**src/rtl/arith_seq_pkg.sv**
```systemverilog
// arith_seq_pkg: shared definitions for the arithmetic command sequencer.
//   - op codes and the command word layout {op, A, B}
//   - register byte offsets and STATUS / CTRL bit positions
//   - FSM state encoding
//   - fixed result words for rejected and timed-out operations
package arith_seq_pkg;

  typedef enum logic [1:0] {
    OP_MULT    = 2'd0,
    OP_DIV     = 2'd1,
    OP_SQRT    = 2'd2,
    OP_ILLEGAL = 2'd3
  } op_e;

  typedef struct packed {
    op_e         op;
    logic [15:0] a;
    logic [15:0] b;
  } cmd_t;

  localparam int CMD_W = $bits(cmd_t);
  localparam int RES_W = 32;

  localparam logic [4:0] ADDR_CMD    = 5'h00;
  localparam logic [4:0] ADDR_OPA    = 5'h04;
  localparam logic [4:0] ADDR_OPB    = 5'h08;
  localparam logic [4:0] ADDR_STATUS = 5'h0C;
  localparam logic [4:0] ADDR_RESULT = 5'h10;
  localparam logic [4:0] ADDR_CTRL   = 5'h14;

  localparam int STAT_BUSY    = 0;
  localparam int STAT_ERR     = 1;
  localparam int STAT_OVF     = 2;
  localparam int STAT_UNF     = 3;
  localparam int STAT_CMD_LSB = 8;
  localparam int STAT_RES_LSB = 16;

  localparam int CTRL_FLUSH = 0;
  localparam int CTRL_CLEAR = 1;

  typedef enum logic [1:0] {
    ST_IDLE  = 2'd0,
    ST_ISSUE = 2'd1,
    ST_WAIT  = 2'd2,
    ST_STORE = 2'd3
  } state_e;

  localparam logic [31:0] ERR_RESULT     = 32'hFFFF_FFFF;
  localparam logic [31:0] TIMEOUT_RESULT = 32'hDEAD_DEAD;

  // Engine select for an op; the illegal op maps to no engine.
  function automatic logic [2:0] op_onehot(input op_e op);
    case (op)
      OP_MULT: return 3'b001;
      OP_DIV:  return 3'b010;
      OP_SQRT: return 3'b100;
      default: return 3'b000;
    endcase
  endfunction

endpackage

```
**src/rtl/arith_sequencer_if.sv**
```systemverilog
// arith_sequencer_if: CPU register bus plus the shared engine bus.
//   CPU side   : d_in, cs, addr, rd, wr (to sequencer), d_out (from sequencer)
//   Engine side: eng_a, eng_b, eng_start (from sequencer),
//                eng_done, mult_result, div_result, sqrt_result (to sequencer)
//   slave  = sequencer view, master = CPU/engine environment view.
interface arith_sequencer_if;
  import arith_seq_pkg::*;

  logic [31:0] d_in;
  logic        cs;
  logic [4:0]  addr;
  logic        rd;
  logic        wr;
  logic [31:0] d_out;

  logic [15:0] eng_a;
  logic [15:0] eng_b;
  logic [2:0]  eng_start;
  logic [2:0]  eng_done;
  logic [31:0] mult_result;
  logic [31:0] div_result;
  logic [15:0] sqrt_result;

  modport slave (
    input  d_in, cs, addr, rd, wr,
    input  eng_done, mult_result, div_result, sqrt_result,
    output d_out, eng_a, eng_b, eng_start
  );

  modport master (
    output d_in, cs, addr, rd, wr,
    output eng_done, mult_result, div_result, sqrt_result,
    input  d_out, eng_a, eng_b, eng_start
  );

endinterface

```
**src/rtl/arith_sequencer_fifo.sv**
```systemverilog
// seq_fifo: synchronous FIFO with first-word fall-through head.
//   clk, reset (sync, active-high), clear (sync flush)
//   push/wdata, pop -> rdata is the current head
//   count, full, empty
// A push to a full FIFO is accepted when a pop happens on the same edge;
// pops on an empty FIFO are ignored. clear wins over push/pop.
module seq_fifo
  import arith_seq_pkg::*;
#(
  parameter int WIDTH = 32,
  parameter int DEPTH = 4
) (
  input  logic                     clk,
  input  logic                     reset,
  input  logic                     clear,
  input  logic                     push,
  input  logic                     pop,
  input  logic [WIDTH-1:0]         wdata,
  output logic [WIDTH-1:0]         rdata,
  output logic [$clog2(DEPTH):0]   count,
  output logic                     full,
  output logic                     empty
);

  localparam int AW = $clog2(DEPTH);

  if (DEPTH < 2 || (DEPTH & (DEPTH - 1)) != 0) begin : g_bad_depth
    $error("seq_fifo DEPTH must be a power of 2 and at least 2");
  end

  logic [WIDTH-1:0] mem [DEPTH];
  logic [AW-1:0]    wr_ptr;
  logic [AW-1:0]    rd_ptr;
  logic             do_push;
  logic             do_pop;

  assign empty   = (count == '0);
  assign full    = (count == (AW+1)'(DEPTH));
  assign do_pop  = pop & ~empty;
  assign do_push = push & (~full | do_pop);
  assign rdata   = mem[rd_ptr];

  // Pointers are exactly AW bits wide, so they wrap modulo DEPTH for free.
  always_ff @(posedge clk) begin
    if (reset || clear) begin
      wr_ptr <= '0;
      rd_ptr <= '0;
      count  <= '0;
    end else begin
      if (do_push) wr_ptr <= wr_ptr + 1'b1;
      if (do_pop)  rd_ptr <= rd_ptr + 1'b1;
      case ({do_push, do_pop})
        2'b10:   count <= count + 1'b1;
        2'b01:   count <= count - 1'b1;
        default: count <= count;
      endcase
    end
  end

  always_ff @(posedge clk) begin
    if (do_push) mem[wr_ptr] <= wdata;
  end

endmodule

```
**src/rtl/arith_sequencer.sv**
```systemverilog
// arith_sequencer: memory-mapped command scheduler for the mult/div/sqrt
// engines. The CPU queues {op, A, B}; commands are issued one at a time
// through a start/done handshake and results are collected in order.
//   clk, reset (sync, active-high)
//   bus (arith_sequencer_if.slave): CPU register port and engine bus
// Optional build macro ARITH_SEQ_TIMEOUT_EN adds an engine watchdog of
// TIMEOUT_CYCLES cycles in WAIT; without it WAIT waits indefinitely.
//
// state | meaning
// IDLE  | waiting for a queued command and room in the result FIFO
// ISSUE | head latched; start pulse to engine, or reject illegal op / div by 0
// WAIT  | operands held, waiting for the selected engine's done
// STORE | push result (unless flushed), pop command
module arith_sequencer
  import arith_seq_pkg::*;
#(
  parameter int DEPTH          = 4,
  parameter int TIMEOUT_CYCLES = 1024
) (
  input  logic             clk,
  input  logic             reset,
  arith_sequencer_if.slave bus
);

  localparam int CW = $clog2(DEPTH) + 1;

  if (TIMEOUT_CYCLES < 1) begin : g_bad_timeout
    $error("arith_sequencer TIMEOUT_CYCLES must be at least 1");
  end

  logic          wr_en, rd_en;
  logic [15:0]   opa_q, opb_q;
  logic          flush, clr_flags;
  logic          err_q, ovf_q, unf_q;
  logic          err_set, ovf_set, unf_set;
  logic          busy;
  logic [31:0]   status_word;

  logic             cmd_push, cmd_pop, cmd_full, cmd_empty;
  logic [CMD_W-1:0] cmd_wdata, cmd_rdata;
  logic [CW-1:0]    cmd_count;
  cmd_t             cmd_head;

  logic             res_push, res_pop, res_full, res_empty;
  logic [RES_W-1:0] res_rdata;
  logic [CW-1:0]    res_count;

  state_e        state_q, state_d;
  op_e           cur_op;
  logic [15:0]   cur_a, cur_b;
  logic [31:0]   result_q;
  logic [31:0]   eng_result;
  logic          discard_q;
  logic          go, illegal, done_hit, tmo_hit;
  logic [2:0]    eng_start_c;

  logic          unused_d_in_hi;
  assign unused_d_in_hi = ^bus.d_in[31:16];

  // CPU register port
  assign wr_en     = bus.cs & bus.wr;
  assign rd_en     = bus.cs & bus.rd;
  assign cmd_push  = wr_en && (bus.addr == ADDR_CMD);
  assign cmd_wdata = {bus.d_in[1:0], opa_q, opb_q};
  assign res_pop   = rd_en && (bus.addr == ADDR_RESULT);
  assign flush     = wr_en && (bus.addr == ADDR_CTRL) && bus.d_in[CTRL_FLUSH];
  assign clr_flags = wr_en && (bus.addr == ADDR_CTRL) && bus.d_in[CTRL_CLEAR];

  // A full-FIFO push only survives if the FSM pops on the same edge.
  assign ovf_set = cmd_push & cmd_full & ~cmd_pop & ~flush;
  assign unf_set = res_pop & res_empty;

  always_ff @(posedge clk) begin
    if (reset) begin
      opa_q <= '0;
      opb_q <= '0;
    end else if (wr_en) begin
      if (bus.addr == ADDR_OPA) opa_q <= bus.d_in[15:0];
      if (bus.addr == ADDR_OPB) opb_q <= bus.d_in[15:0];
    end
  end

  // Sticky flags: a new event in the same cycle as a clear is kept.
  always_ff @(posedge clk) begin
    if (reset) begin
      err_q <= 1'b0;
      ovf_q <= 1'b0;
      unf_q <= 1'b0;
    end else begin
      if (err_set)        err_q <= 1'b1;
      else if (clr_flags) err_q <= 1'b0;
      if (ovf_set)        ovf_q <= 1'b1;
      else if (clr_flags) ovf_q <= 1'b0;
      if (unf_set)        unf_q <= 1'b1;
      else if (clr_flags) unf_q <= 1'b0;
    end
  end

  assign busy = (state_q != ST_IDLE) || !cmd_empty;

  always_comb begin
    status_word                              = '0;
    status_word[STAT_RES_LSB +: 8]           = 8'(res_count);
    status_word[STAT_CMD_LSB +: 8]           = 8'(cmd_count);
    status_word[STAT_UNF]                    = unf_q;
    status_word[STAT_OVF]                    = ovf_q;
    status_word[STAT_ERR]                    = err_q;
    status_word[STAT_BUSY]                   = busy;
  end

  always_ff @(posedge clk) begin
    if (reset) begin
      bus.d_out <= '0;
    end else if (rd_en) begin
      case (bus.addr)
        ADDR_STATUS: bus.d_out <= status_word;
        ADDR_RESULT: bus.d_out <= res_empty ? '0 : res_rdata;
        default:     bus.d_out <= '0;
      endcase
    end
  end

  seq_fifo #(.WIDTH(CMD_W), .DEPTH(DEPTH)) u_cmd_fifo (
    .clk   (clk),
    .reset (reset),
    .clear (flush),
    .push  (cmd_push),
    .pop   (cmd_pop),
    .wdata (cmd_wdata),
    .rdata (cmd_rdata),
    .count (cmd_count),
    .full  (cmd_full),
    .empty (cmd_empty)
  );

  seq_fifo #(.WIDTH(RES_W), .DEPTH(DEPTH)) u_res_fifo (
    .clk   (clk),
    .reset (reset),
    .clear (flush),
    .push  (res_push),
    .pop   (res_pop),
    .wdata (result_q),
    .rdata (res_rdata),
    .count (res_count),
    .full  (res_full),
    .empty (res_empty)
  );

  assign cmd_head = cmd_t'(cmd_rdata);

  // A flush on the same edge would leave a stale head latched, so hold off.
  assign go       = (state_q == ST_IDLE) && !cmd_empty && !res_full && !flush;
  assign illegal  = (cur_op == OP_ILLEGAL) || ((cur_op == OP_DIV) && (cur_b == '0));
  assign done_hit = (state_q == ST_WAIT) && |(bus.eng_done & op_onehot(cur_op));

`ifdef ARITH_SEQ_TIMEOUT_EN
  localparam int TW = $clog2(TIMEOUT_CYCLES + 1);
  logic [TW-1:0] tmo_cnt;

  // Loaded while in ISSUE so WAIT cycle N sees TIMEOUT_CYCLES-N; zero marks
  // the last allowed cycle.
  always_ff @(posedge clk) begin
    if (reset) begin
      tmo_cnt <= '0;
    end else if (state_q == ST_ISSUE) begin
      tmo_cnt <= TW'(TIMEOUT_CYCLES - 1);
    end else if ((state_q == ST_WAIT) && (tmo_cnt != '0)) begin
      tmo_cnt <= tmo_cnt - 1'b1;
    end
  end

  assign tmo_hit = (state_q == ST_WAIT) && (tmo_cnt == '0) && !done_hit;
`else
  assign tmo_hit = 1'b0;
`endif

  always_ff @(posedge clk) begin
    if (reset) state_q <= ST_IDLE;
    else       state_q <= state_d;
  end

  always_comb begin
    state_d = state_q;
    case (state_q)
      ST_IDLE:  if (go) state_d = ST_ISSUE;
      ST_ISSUE: state_d = illegal ? ST_STORE : ST_WAIT;
      ST_WAIT:  if (done_hit || tmo_hit) state_d = ST_STORE;
      ST_STORE: state_d = ST_IDLE;
      default:  state_d = ST_IDLE;
    endcase
  end

  always_comb begin
    eng_start_c = '0;
    cmd_pop     = 1'b0;
    res_push    = 1'b0;
    err_set     = 1'b0;
    case (state_q)
      ST_ISSUE: begin
        if (illegal) err_set     = 1'b1;
        else         eng_start_c = op_onehot(cur_op);
      end
      ST_WAIT:  err_set = tmo_hit;
      ST_STORE: begin
        cmd_pop  = !discard_q;
        res_push = !discard_q;
      end
      default: ;
    endcase
  end

  assign bus.eng_start = eng_start_c;
  assign bus.eng_a     = cur_a;
  assign bus.eng_b     = cur_b;

  always_comb begin
    case (cur_op)
      OP_MULT: eng_result = bus.mult_result;
      OP_DIV:  eng_result = bus.div_result;
      OP_SQRT: eng_result = {16'h0000, bus.sqrt_result};
      default: eng_result = '0;
    endcase
  end

  // A flush while an op is in flight marks it for discard: the engine is
  // still allowed to finish, but STORE neither pushes nor pops.
  always_ff @(posedge clk) begin
    if (reset) begin
      cur_op    <= OP_MULT;
      cur_a     <= '0;
      cur_b     <= '0;
      result_q  <= '0;
      discard_q <= 1'b0;
    end else begin
      if (go) begin
        cur_op    <= cmd_head.op;
        cur_a     <= cmd_head.a;
        cur_b     <= cmd_head.b;
        discard_q <= 1'b0;
      end else if (flush && ((state_q == ST_ISSUE) || (state_q == ST_WAIT))) begin
        discard_q <= 1'b1;
      end
      if ((state_q == ST_ISSUE) && illegal) result_q <= ERR_RESULT;
      else if (done_hit)                    result_q <= eng_result;
      else if (tmo_hit)                     result_q <= TIMEOUT_RESULT;
    end
  end

endmodule

```
**src/flat_wrapper.sv**
```systemverilog
// flat-port wrapper written by rule: the top's interface ports become plain ports
module arith_sequencer_flat import arith_seq_pkg::*;
#(
  parameter int DEPTH          = 4,
  parameter int TIMEOUT_CYCLES = 1024
)
  (clk, reset, bus_d_in, bus_cs, bus_addr, bus_rd, bus_wr, bus_eng_done, bus_mult_result, bus_div_result, bus_sqrt_result, bus_d_out, bus_eng_a, bus_eng_b, bus_eng_start);
  arith_sequencer_if bus_i ();
  input  logic clk;
  input  logic reset;
  input wire logic [$bits(bus_i.d_in)-1:0] bus_d_in;
  input wire logic [$bits(bus_i.cs)-1:0] bus_cs;
  input wire logic [$bits(bus_i.addr)-1:0] bus_addr;
  input wire logic [$bits(bus_i.rd)-1:0] bus_rd;
  input wire logic [$bits(bus_i.wr)-1:0] bus_wr;
  input wire logic [$bits(bus_i.eng_done)-1:0] bus_eng_done;
  input wire logic [$bits(bus_i.mult_result)-1:0] bus_mult_result;
  input wire logic [$bits(bus_i.div_result)-1:0] bus_div_result;
  input wire logic [$bits(bus_i.sqrt_result)-1:0] bus_sqrt_result;
  output wire logic [$bits(bus_i.d_out)-1:0] bus_d_out;
  output wire logic [$bits(bus_i.eng_a)-1:0] bus_eng_a;
  output wire logic [$bits(bus_i.eng_b)-1:0] bus_eng_b;
  output wire logic [$bits(bus_i.eng_start)-1:0] bus_eng_start;
  assign bus_i.d_in = bus_d_in;
  assign bus_i.cs = bus_cs;
  assign bus_i.addr = bus_addr;
  assign bus_i.rd = bus_rd;
  assign bus_i.wr = bus_wr;
  assign bus_i.eng_done = bus_eng_done;
  assign bus_i.mult_result = bus_mult_result;
  assign bus_i.div_result = bus_div_result;
  assign bus_i.sqrt_result = bus_sqrt_result;
  assign bus_d_out = bus_i.d_out;
  assign bus_eng_a = bus_i.eng_a;
  assign bus_eng_b = bus_i.eng_b;
  assign bus_eng_start = bus_i.eng_start;
  arith_sequencer #(.DEPTH(DEPTH), .TIMEOUT_CYCLES(TIMEOUT_CYCLES)) u_core (.clk(clk), .reset(reset), .bus(bus_i));
endmodule
```
**config.mk**
```make
export PLATFORM = sky130hd
export DESIGN_NAME = arith_sequencer_flat
export DESIGN_NICKNAME = d
export VERILOG_FILES = /design/src/rtl/arith_seq_pkg.sv /design/src/rtl/arith_sequencer_if.sv /design/src/rtl/arith_sequencer_fifo.sv /design/src/rtl/arith_sequencer.sv /design/src/flat_wrapper.sv
export SDC_FILE = /design/constraint.sdc
export NUM_CORES = 1
export LEC_CHECK = 0
export BUFFER_PORTS_ARGS = -buffer_cell sky130_fd_sc_hd__buf_2
export CAP_MARGIN = 20
export CELL_PAD_IN_SITES_DETAIL_PLACEMENT = 0
export CELL_PAD_IN_SITES_GLOBAL_PLACEMENT = 1
export CORE_UTILIZATION = 48
export DETAILED_ROUTE_END_ITERATION = 8
export PLACE_DENSITY_LB_ADDON = 0.08
export RECOVER_POWER = 50
export SLEW_MARGIN = 15
export SYNTH_ARGS = -nofsm -noshare
export SYNTH_HDL_FRONTEND = slang
export SYNTH_HIERARCHICAL = 1
export SYNTH_SLANG_ARGS = --single-unit
```
**constraint.sdc**
```tcl
create_clock -name clk -period 3.3 [get_ports clk]
set_input_delay 0.165 -clock clk [delete_from_list [all_inputs] [get_ports clk]]
set_output_delay 0.165 -clock clk [all_outputs]
set_load 0.005 [all_outputs]
```
== After elaboration in Yosys (flattened, before gate mapping) ==
Memories as Yosys holds them, arrays and structs flattened. A register that Yosys moved wholly into a read port is not among the register bits.
Index checks and enable logic that the tools add are counted.

* Add/subtract/negate cells: 8
* Equality and inequality tests: 19
* Mux-type cells: 27
* Bitwise operators: 19
* Reductions and logical operators: 38

{| class="wikitable"
|+ Operators by type and width
! cell !! count
|-
| 32-bit two-way mux || 3
|-
| 32-bit case mux with 3 select lines || 1
|-
| 32-bit case mux with 2 select lines || 1
|-
| 16-bit zero test || 1
|-
| 2-bit nonzero test || 7
|-
| 2-bit equality test (second input constant) || 6
|-
| 1-bit logical AND || 12
|-
| 1-bit two-way mux || 12
|-
| 3-bit case mux with 2 select lines || 2
|-
| 1-bit AND || 10
|-
| 5-bit by 4-bit equality test with 1-bit output (second input constant) || 2
|-
| 5-bit equality test (second input constant) || 2
|-
| 3-bit case mux with 3 select lines || 1
|-
| 2-bit by 1-bit adder with 2-bit output (second input constant) || 4
|-
| 2-bit by 1-bit equality test with 1-bit output (second input constant) || 4
|-
| 2-bit two-way mux || 4
|-
| 2-bit case mux with 4 select lines || 1
|-
| 3-bit by 1-bit adder with 3-bit output (second input constant) || 2
|-
| 3-bit equality test (second input constant) || 2
|-
| 3-bit zero test || 2
|-
| 3-bit two-way mux || 2
|-
| 1-bit inverter || 6
|-
| 2-bit AND reduction || 3
|-
| 3-bit by 1-bit subtractor with 3-bit output (second input constant) || 2
|-
| other kinds (10) || 19
|}

* Flip-flop bits (word level): 116
* Bits in writable memories: 264
* Output and inout port bits: 67
* Memories kept: 2

{| class="wikitable"
|+ Memory list
! name !! depth !! bits a word !! read ports !! clocked after memory_dff !! wr ports !! line !! RTL
|-
| u_core.u_cmd_fifo.mem || 4 || 34 || 1 || 1 || 1 || arith_sequencer_fifo.sv:31 || <nowiki>logic [WIDTH-1:0] mem [DEPTH];</nowiki>
|-
| u_core.u_res_fifo.mem || 4 || 32 || 1 || 1 || 1 || arith_sequencer_fifo.sv:31 ||
|}

== Logic depth before layout (Yosys ltp) ==
* Depth after elaboration: 7
* Gate-level depth with buffers: 12
* Gate-level depth less buffers: 11

== Hierarchy ==
Netlist, hierarchy kept.

{| class="wikitable"
|+ Modules (own cells, without submodules)
! module !! times used !! cells each !! area each (sq um) !! sequential area each (sq um)
|-
| arith_sequencer || 1 || 663 || 5,602.9 || 2,722.6
|-
| seq_fifo at u_core.u_cmd_fifo || 1 || 246 || 5,507.8 || 4,264.1
|-
| seq_fifo at u_core.u_res_fifo || 1 || 223 || 5,089.9 || 4,023.9
|}

== Worst setup path before layout ==
No wires, ideal clock.

* Path type: reg-to-reg
* Start point: register u_core.state_q[1]
* End point: register u_core.u_cmd_fifo.count[2]
* Data arrival time: 2,536 ps
* Data required time: 3,233 ps
* Path slack: 698 ps
* Cell stages (with the launch flop): 10
* Path buffers: 1
* Clock period less this slack: 2,602 ps
* Path through: dfxtp_1 > ha_1 > nor2b_1 > buf_2 > o31ai_1 > nand2b_1 > fa_1 > or4b_1 > o311a_1 > a21oi_2

* Longest elaborated chain between the ends: 7
* Elaborated cells on any way between the ends: 9
* Classes of those cells: eq/ne: 3; mux: 2; bitwise: 3; reduce/logical: 1

{| class="wikitable"
|+ Ends and longest elaborated chain
! element !! line !! RTL
|-
| start: declaration || arith_sequencer.sv:48 || <nowiki>state_e state_q, state_d;</nowiki>
|-
| start signal: assignment || arith_sequencer.sv:179 || <nowiki>else state_q <= state_d;</nowiki>
|-
| 2-bit equality test (*) || arith_sequencer.sv:198 || <nowiki>case (state_q)</nowiki>
|-
| 1-bit two-way mux (*) || arith_sequencer.sv:198 ||
|-
| net u_core.cmd_pop || arith_sequencer.sv:39 || <nowiki>logic cmd_push, cmd_pop, cmd_full, cmd_empty;</nowiki>
|-
| 1-bit AND (*) || arith_sequencer_fifo.sv:39 || <nowiki>assign do_pop = pop & ~empty;</nowiki>
|-
| 1-bit bitwise OR || arith_sequencer_fifo.sv:40 || <nowiki>assign do_push = push & (~full | do_pop);</nowiki>
|-
| 1-bit AND || arith_sequencer_fifo.sv:40 ||
|-
| 2-bit by 1-bit equality test with 1-bit output / 2-bit equality test (equally long branches) || arith_sequencer_fifo.sv:52 || <nowiki>case ({do_push, do_pop})</nowiki>
|-
| 3-bit case mux with 2 select lines / 2-bit nonzero test (equally long branches) || n/a ||
|-
| end signal: assignment || arith_sequencer_fifo.sv:53 || <nowiki>2'b10: count <= count + 1'b1;</nowiki>
|-
| end signal: assignment || arith_sequencer_fifo.sv:54 || <nowiki>2'b01: count <= count - 1'b1;</nowiki>
|-
| end signal: assignment || arith_sequencer_fifo.sv:55 || <nowiki>default: count <= count;</nowiki>
|-
| end: declaration || arith_sequencer_fifo.sv:20 || <nowiki>output logic [$clog2(DEPTH):0] count,</nowiki>
|}

The timed path passes the listed nets; every way through them passes the cells marked *.
A chain may end at the register's enable or synchronous reset.

== Final worst setup path ==
* Start point: register u_core.state_q[1]
* End point: register u_core.u_res_fifo.count[2]

* Longest elaborated chain between the ends: 5
* Elaborated cells on any way between the ends: 7
* Classes of those cells: eq/ne: 3; mux: 2; bitwise: 1; reduce/logical: 1

{| class="wikitable"
|+ Ends and longest elaborated chain
! element !! line
|-
| 2-bit equality test (*) || n/a
|-
| 1-bit two-way mux (*) || n/a
|-
| net u_core.cmd_pop || arith_sequencer.sv:39
|-
| 1-bit AND (*) || arith_sequencer_fifo.sv:40
|-
| 2-bit by 1-bit equality test with 1-bit output / 2-bit equality test (equally long branches) || arith_sequencer_fifo.sv:52
|-
| 3-bit case mux with 2 select lines / 2-bit nonzero test (equally long branches) || n/a
|-
| end signal: assignment || arith_sequencer_fifo.sv:53
|-
| end signal: assignment || arith_sequencer_fifo.sv:54
|-
| end signal: assignment || arith_sequencer_fifo.sv:55
|-
| end: declaration || arith_sequencer_fifo.sv:20
|}

Marked as above.

==> impl_results.rst <==
.. list-table::
   :header-rows: 1

   * - Metric
     - Value
   * - Lkg Pwr
     - 6.34 nW
   * - PwrDens
     - 549 nW/um^2
   * - # rows
     - 66
   * - Area share of the leading cell type in the synthesized netlist
     - 48.9%
   * - Sum of overflow across all layers after global routing
     - 0
   * - WS Path Type
     - flop to flop
   * - Cell type contributing the most total cell area after synthesis
     - sky130_fd_sc_hd__edfxtp_1
   * - Total power draw
     - 10.4 mW
   * - Slew at the pin with the worst max-slew slack
     - 1.43 ns
   * - First-iteration detailed-routing DRC count
     - between 700 and 800
   * - Fraction of registers with async set/reset
     - 0%
   * - Post-Synthesis Net Count
     - about 1300
   * - Final hold vios
     - 0
   * - Setup repair after global routing missed its margin
     - false
   * - Max incr delay on CP
     - 0.64 ns
   * - I/O pin total
     - 192
   * - Share of total power in sequential cells
     - 53.1%
   * - Area added between synthesis and finish
     - 17.1%
   * - Final-report setup violation count
     - 0
   * - Number of detailed-route iterations in the first pass
     - 5
   * - Crit. End Element
     - flop
   * - First-pass GRT wire length
     - 55700 um
   * - Top library cells by usage in the layout, fill and taps aside
     - sky130_fd_sc_hd__edfxtp_1, sky130_fd_sc_hd__nand2_1, sky130_fd_sc_hd__dfxtp_1, sky130_fd_sc_hd__buf_2, sky130_fd_sc_hd__mux4_2
   * - Cell repeated most along the worst path
     - sky130_fd_sc_hd__ha_1
   * - Wire length after detailed routing
     - 36300 um
   * - Ratio of cells with drive above 1 in the final layout
     - between 20% and 30%
   * - Antenna diode count
     - 0
   * - Total clock buffers created by CTS
     - 43
   * - Post-synthesis cell area
     - 16200 um^2
   * - Routed wire length on met2
     - between 15000 and 20000 um
   * - Number of vias per cell
     - about 5.5
   * - Number of different library cells in the post-synthesis netlist
     - 63
   * - Relative contribution of the clock network to total power
     - ~44%
   * - Final worst clock skew
     - between 0.01 and 0.015 ns
   * - CTS tree
     - done
   * - Result of the run
     - finished, final reports clean
   * - Highest fanout seen on the critical path
     - 20
   * - Detailed-route via count
     - 9930
   * - Number of sinks on the clock net
     - between 400 and 500
   * - RePlAce Congestion
     - roughly 0.76
   * - Clock edge transition at the registers on the reported setup and hold paths
     - 0.06 ns
   * - Clock root buffer master
     - sky130_fd_sc_hd__clkbuf_16
   * - Net switching power figure
     - 2.08 mW
   * - Number of antenna violations at the first check in global routing
     - 0
   * - Logic gate share of total power
     - 2.7%
   * - Sequential area share after synthesis
     - 68.0%
   * - Number of enable flip-flop cells after synthesis
     - 264
   * - Total DRC errors in the routed layout
     - 0
   * - Biggest area contributors in the synthesized netlist
     - sky130_fd_sc_hd__edfxtp_1, sky130_fd_sc_hd__dfxtp_1, sky130_fd_sc_hd__mux4_2
   * - Max rail drop VDD
     - roughly 0.0003 V
   * - Count of filler cells inserted in the layout
     - roughly 2800
   * - Number of global-route vias before repair
     - approximately 9500
   * - Clk Latency, worst-skew pair
     - 0.53 ns
   * - PortBufs
     - 175
   * - Total placed instance area
     - 17500 um^2
   * - Cells after Synth
     - 1132
   * - Top flip-flop cell by instance count after synthesis
     - sky130_fd_sc_hd__edfxtp_1
   * - Post-detailed-route wirelength per cell
     - 20.2 um
   * - Internal power
     - 8.34 mW
   * - Half-perimeter wire length of the detailed placement result
     - 21900 um
   * - Placeable core region
     - 32900 um^2
   * - Final worst-path cycle share
     - 84.0%
   * - Cells along the critical path
     - ha_1 -> nor2b_1 -> clkbuf_1 -> and2_0 -> inv_2 -> ha_1 -> inv_1 -> fa_1 -> xor2_1 -> or3_1 -> a21oi_1
   * - Number of synthesis warnings
     - 6
   * - Total of flip-flops plus latches after synthesis
     - 418
   * - Highest routing layer actually used
     - met4
   * - Signal arrival time at the worst endpoint
     - approximately 3.2 ns
   * - Wire length on met1
     - 16500 um
   * - Die Width
     - ~190 um
   * - Starting density of the core
     - 49.3%
   * - Fin. max-slew vios
     - 0
   * - Maximum frequency from static timing analysis
     - 0.361 GHz
   * - Max capacitance violation total
     - 0
   * - Worst hold-check path type
     - input pin to flop
   * - Minimum period implied by the final worst setup slack
     - 2.77 ns
   * - Routed wire length on met3
     - 2200 um
   * - Clock Path Buffers
     - 3
   * - Mean area per synthesized cell
     - 14.3 um^2
   * - Die height
     - 186 um
   * - Number of routed nets with antenna violations
     - 0
   * - Largest net degree at the start of global routing
     - 50
   * - Final TNS setup
     - 0 ns
   * - Most common library cell in the layout ignoring fill and taps
     - sky130_fd_sc_hd__edfxtp_1
   * - Critical path data required time
     - 3.75 ns
   * - Kind of start point of the critical path
     - flop
   * - Slew headroom
     - 4.86%
   * - Total Die Area
     - 34500 um^2
   * - Total number of H-tree levels
     - 2
   * - Proportion of total power due to net switching
     - 19.9%
   * - Design area
     - 19000 um^2
   * - Number of nets in the layout
     - around 1500
   * - Post-CTS Setup Inserts
     - 0
   * - Crit-path slowest cell
     - sky130_fd_sc_hd__clkbuf_1
   * - GRT Overall Usage
     - 21.5%
## path summary, 6_finish.rpt
kind	startpoint	cells after the start	endpoint	slack (ns)
setup reg to reg	u_core/state_q[1]$_SDFFE_PP0P_	11	u_core/u_res_fifo/count[2]$_SDFFE_PP0P_	0.53
setup / recovery	u_core/state_q[1]$_SDFFE_PP0P_	11	u_core/u_res_fifo/count[2]$_SDFFE_PP0P_	0.53
hold reg to reg	u_core/bus.eng_a[10]$_SDFFE_PP0P_	2	u_core/bus.eng_a[10]$_SDFFE_PP0P_	0.45
hold / removal	bus_div_result[7]	5	u_core/result_q[7]$_SDFFE_PP0P_	0.02
## critical path: cells and delay by family, from the launching register on
family          cells  cell delay (ns)
simple gates        3             0.77
xor+xnor            1             0.07
flops               1             0.40
compound gates      1             0.14
buf+inv             3             0.75
fa+ha+maj           3             0.56
## kinds of logic after synthesis
group	synth area share, %
AOI/OAI and AO/OA	6.39
xor gates and xnor gates	0.324
adders and majority gates	1.33
buffers and inverters	2.73
DFF	68.0
muxes	12.3
and+or+nand+nor	9.00
## cell usage after synthesis, types with 3 or more instances
| cell | number |
|---|---|
| sky130_fd_sc_hd__edfxtp_1 | 264 |
| sky130_fd_sc_hd__nand2_1 | 173 |
| sky130_fd_sc_hd__dfxtp_1 | 154 |
| sky130_fd_sc_hd__mux4_2 | 66 |
| sky130_fd_sc_hd__nor2_1 | 65 |
| sky130_fd_sc_hd__a21oi_1 | 58 |
| sky130_fd_sc_hd__mux2i_1 | 50 |
| sky130_fd_sc_hd__clkbuf_1 | 38 |
| sky130_fd_sc_hd__a31oi_1 | 32 |
| sky130_fd_sc_hd__a22oi_1 | 25 |
| sky130_fd_sc_hd__buf_2 | 22 |
| sky130_fd_sc_hd__or3_1 | 18 |
| sky130_fd_sc_hd__o21ai_0 | 17 |
| sky130_fd_sc_hd__ha_1 | 14 |
| sky130_fd_sc_hd__inv_1 | 14 |
| sky130_fd_sc_hd__a222oi_1 | 10 |
| sky130_fd_sc_hd__nand3_1 | 10 |
| sky130_fd_sc_hd__and3_1 | 9 |
| sky130_fd_sc_hd__buf_4 | 9 |
| sky130_fd_sc_hd__o21ai_1 | 7 |
| sky130_fd_sc_hd__nor2b_1 | 6 |
| sky130_fd_sc_hd__xor2_1 | 6 |
| sky130_fd_sc_hd__nor4_1 | 5 |
| sky130_fd_sc_hd__buf_1 | 4 |
| sky130_fd_sc_hd__buf_6 | 4 |
| sky130_fd_sc_hd__or4b_1 | 4 |
| sky130_fd_sc_hd__nor3_1 | 3 |
## cell type report
type | count | area (um^2) | area share [%]
Clock inverter | 19 | 173 | 0.910
Timing Repair Buffer | 226 | 1250 | 6.61
Multi-Input combinational cell | 621 | 4750 | 25.1
Sequential cell | 418 | 11000 | 58.1
Clock buffer | 58 | 1160 | 6.13
Tap cell | 442 | 553 | 2.92
Inverter | 15 | 56.3 | 0.297
## through the flow
step                      util [%]  worst slack [ns]  hold slack [ns]  cells
after global placement        53.3             0.622            0.423   1702
after global routing          57.7             0.317           0.0367   1799
after floorplan                  -             0.698            0.264   1132
after CTS                     57.9             0.712          0.00494   1799
after detailed placement      53.3             0.602            0.432   1702
final                         57.7             0.528           0.0245   1799
## power by group through the flow
stage / Clock [mW] / Sequential, mW / Combinational, mW
finish: 4.60 / 5.53 / 0.282
global route: 4.91 / 5.53 / 0.312
CTS: 4.70 / 5.53 / 0.283
detailed placement: 0 / 5.64 / 0.264
global placement: 0 / 5.64 / 0.263
floorplan: 0 / 5.64 / 0.130
## state kept, by name, indices dropped and copies added, names as in the netlist, named ones only
register	count
u_core/u_res_fifo/rd_ptr	2
u_core/opa_q	16
u_core/result_q	32
u_core/bus.d_out	32
u_core/u_cmd_fifo/rd_ptr	2
u_core/ovf_q	1
u_core/bus.eng_b	16
u_core/u_res_fifo/count	3
u_core/u_cmd_fifo/count	3
u_core/opb_q	16
u_core/u_res_fifo/mem	128
u_core/discard_q	1
u_core/u_cmd_fifo/mem	136
u_core/u_res_fifo/wr_ptr	2
u_core/cur_op	2
u_core/err_q	1
u_core/u_cmd_fifo/wr_ptr	2
u_core/state_q	2
u_core/unf_q	1
u_core/bus.eng_a	16
## metal layers
metal	GRT usage, %	vias up
li1	-	4624
met3	3.72	43
met5	0	-
met1	31.4	4984
met2	33.3	279
met4	5.51	0
## what timing repair did
| action | in CTS | in global routing |
|---|---|---|
| hold endpoints to repair | 42 | 0 |
| resized for setup | 0 | 0 |
| hold buffers | 20 | 0 |
| endpoints found under the setup margin | 0 | 0 |
Note: power is estimated with default switching activity, not from simulation.
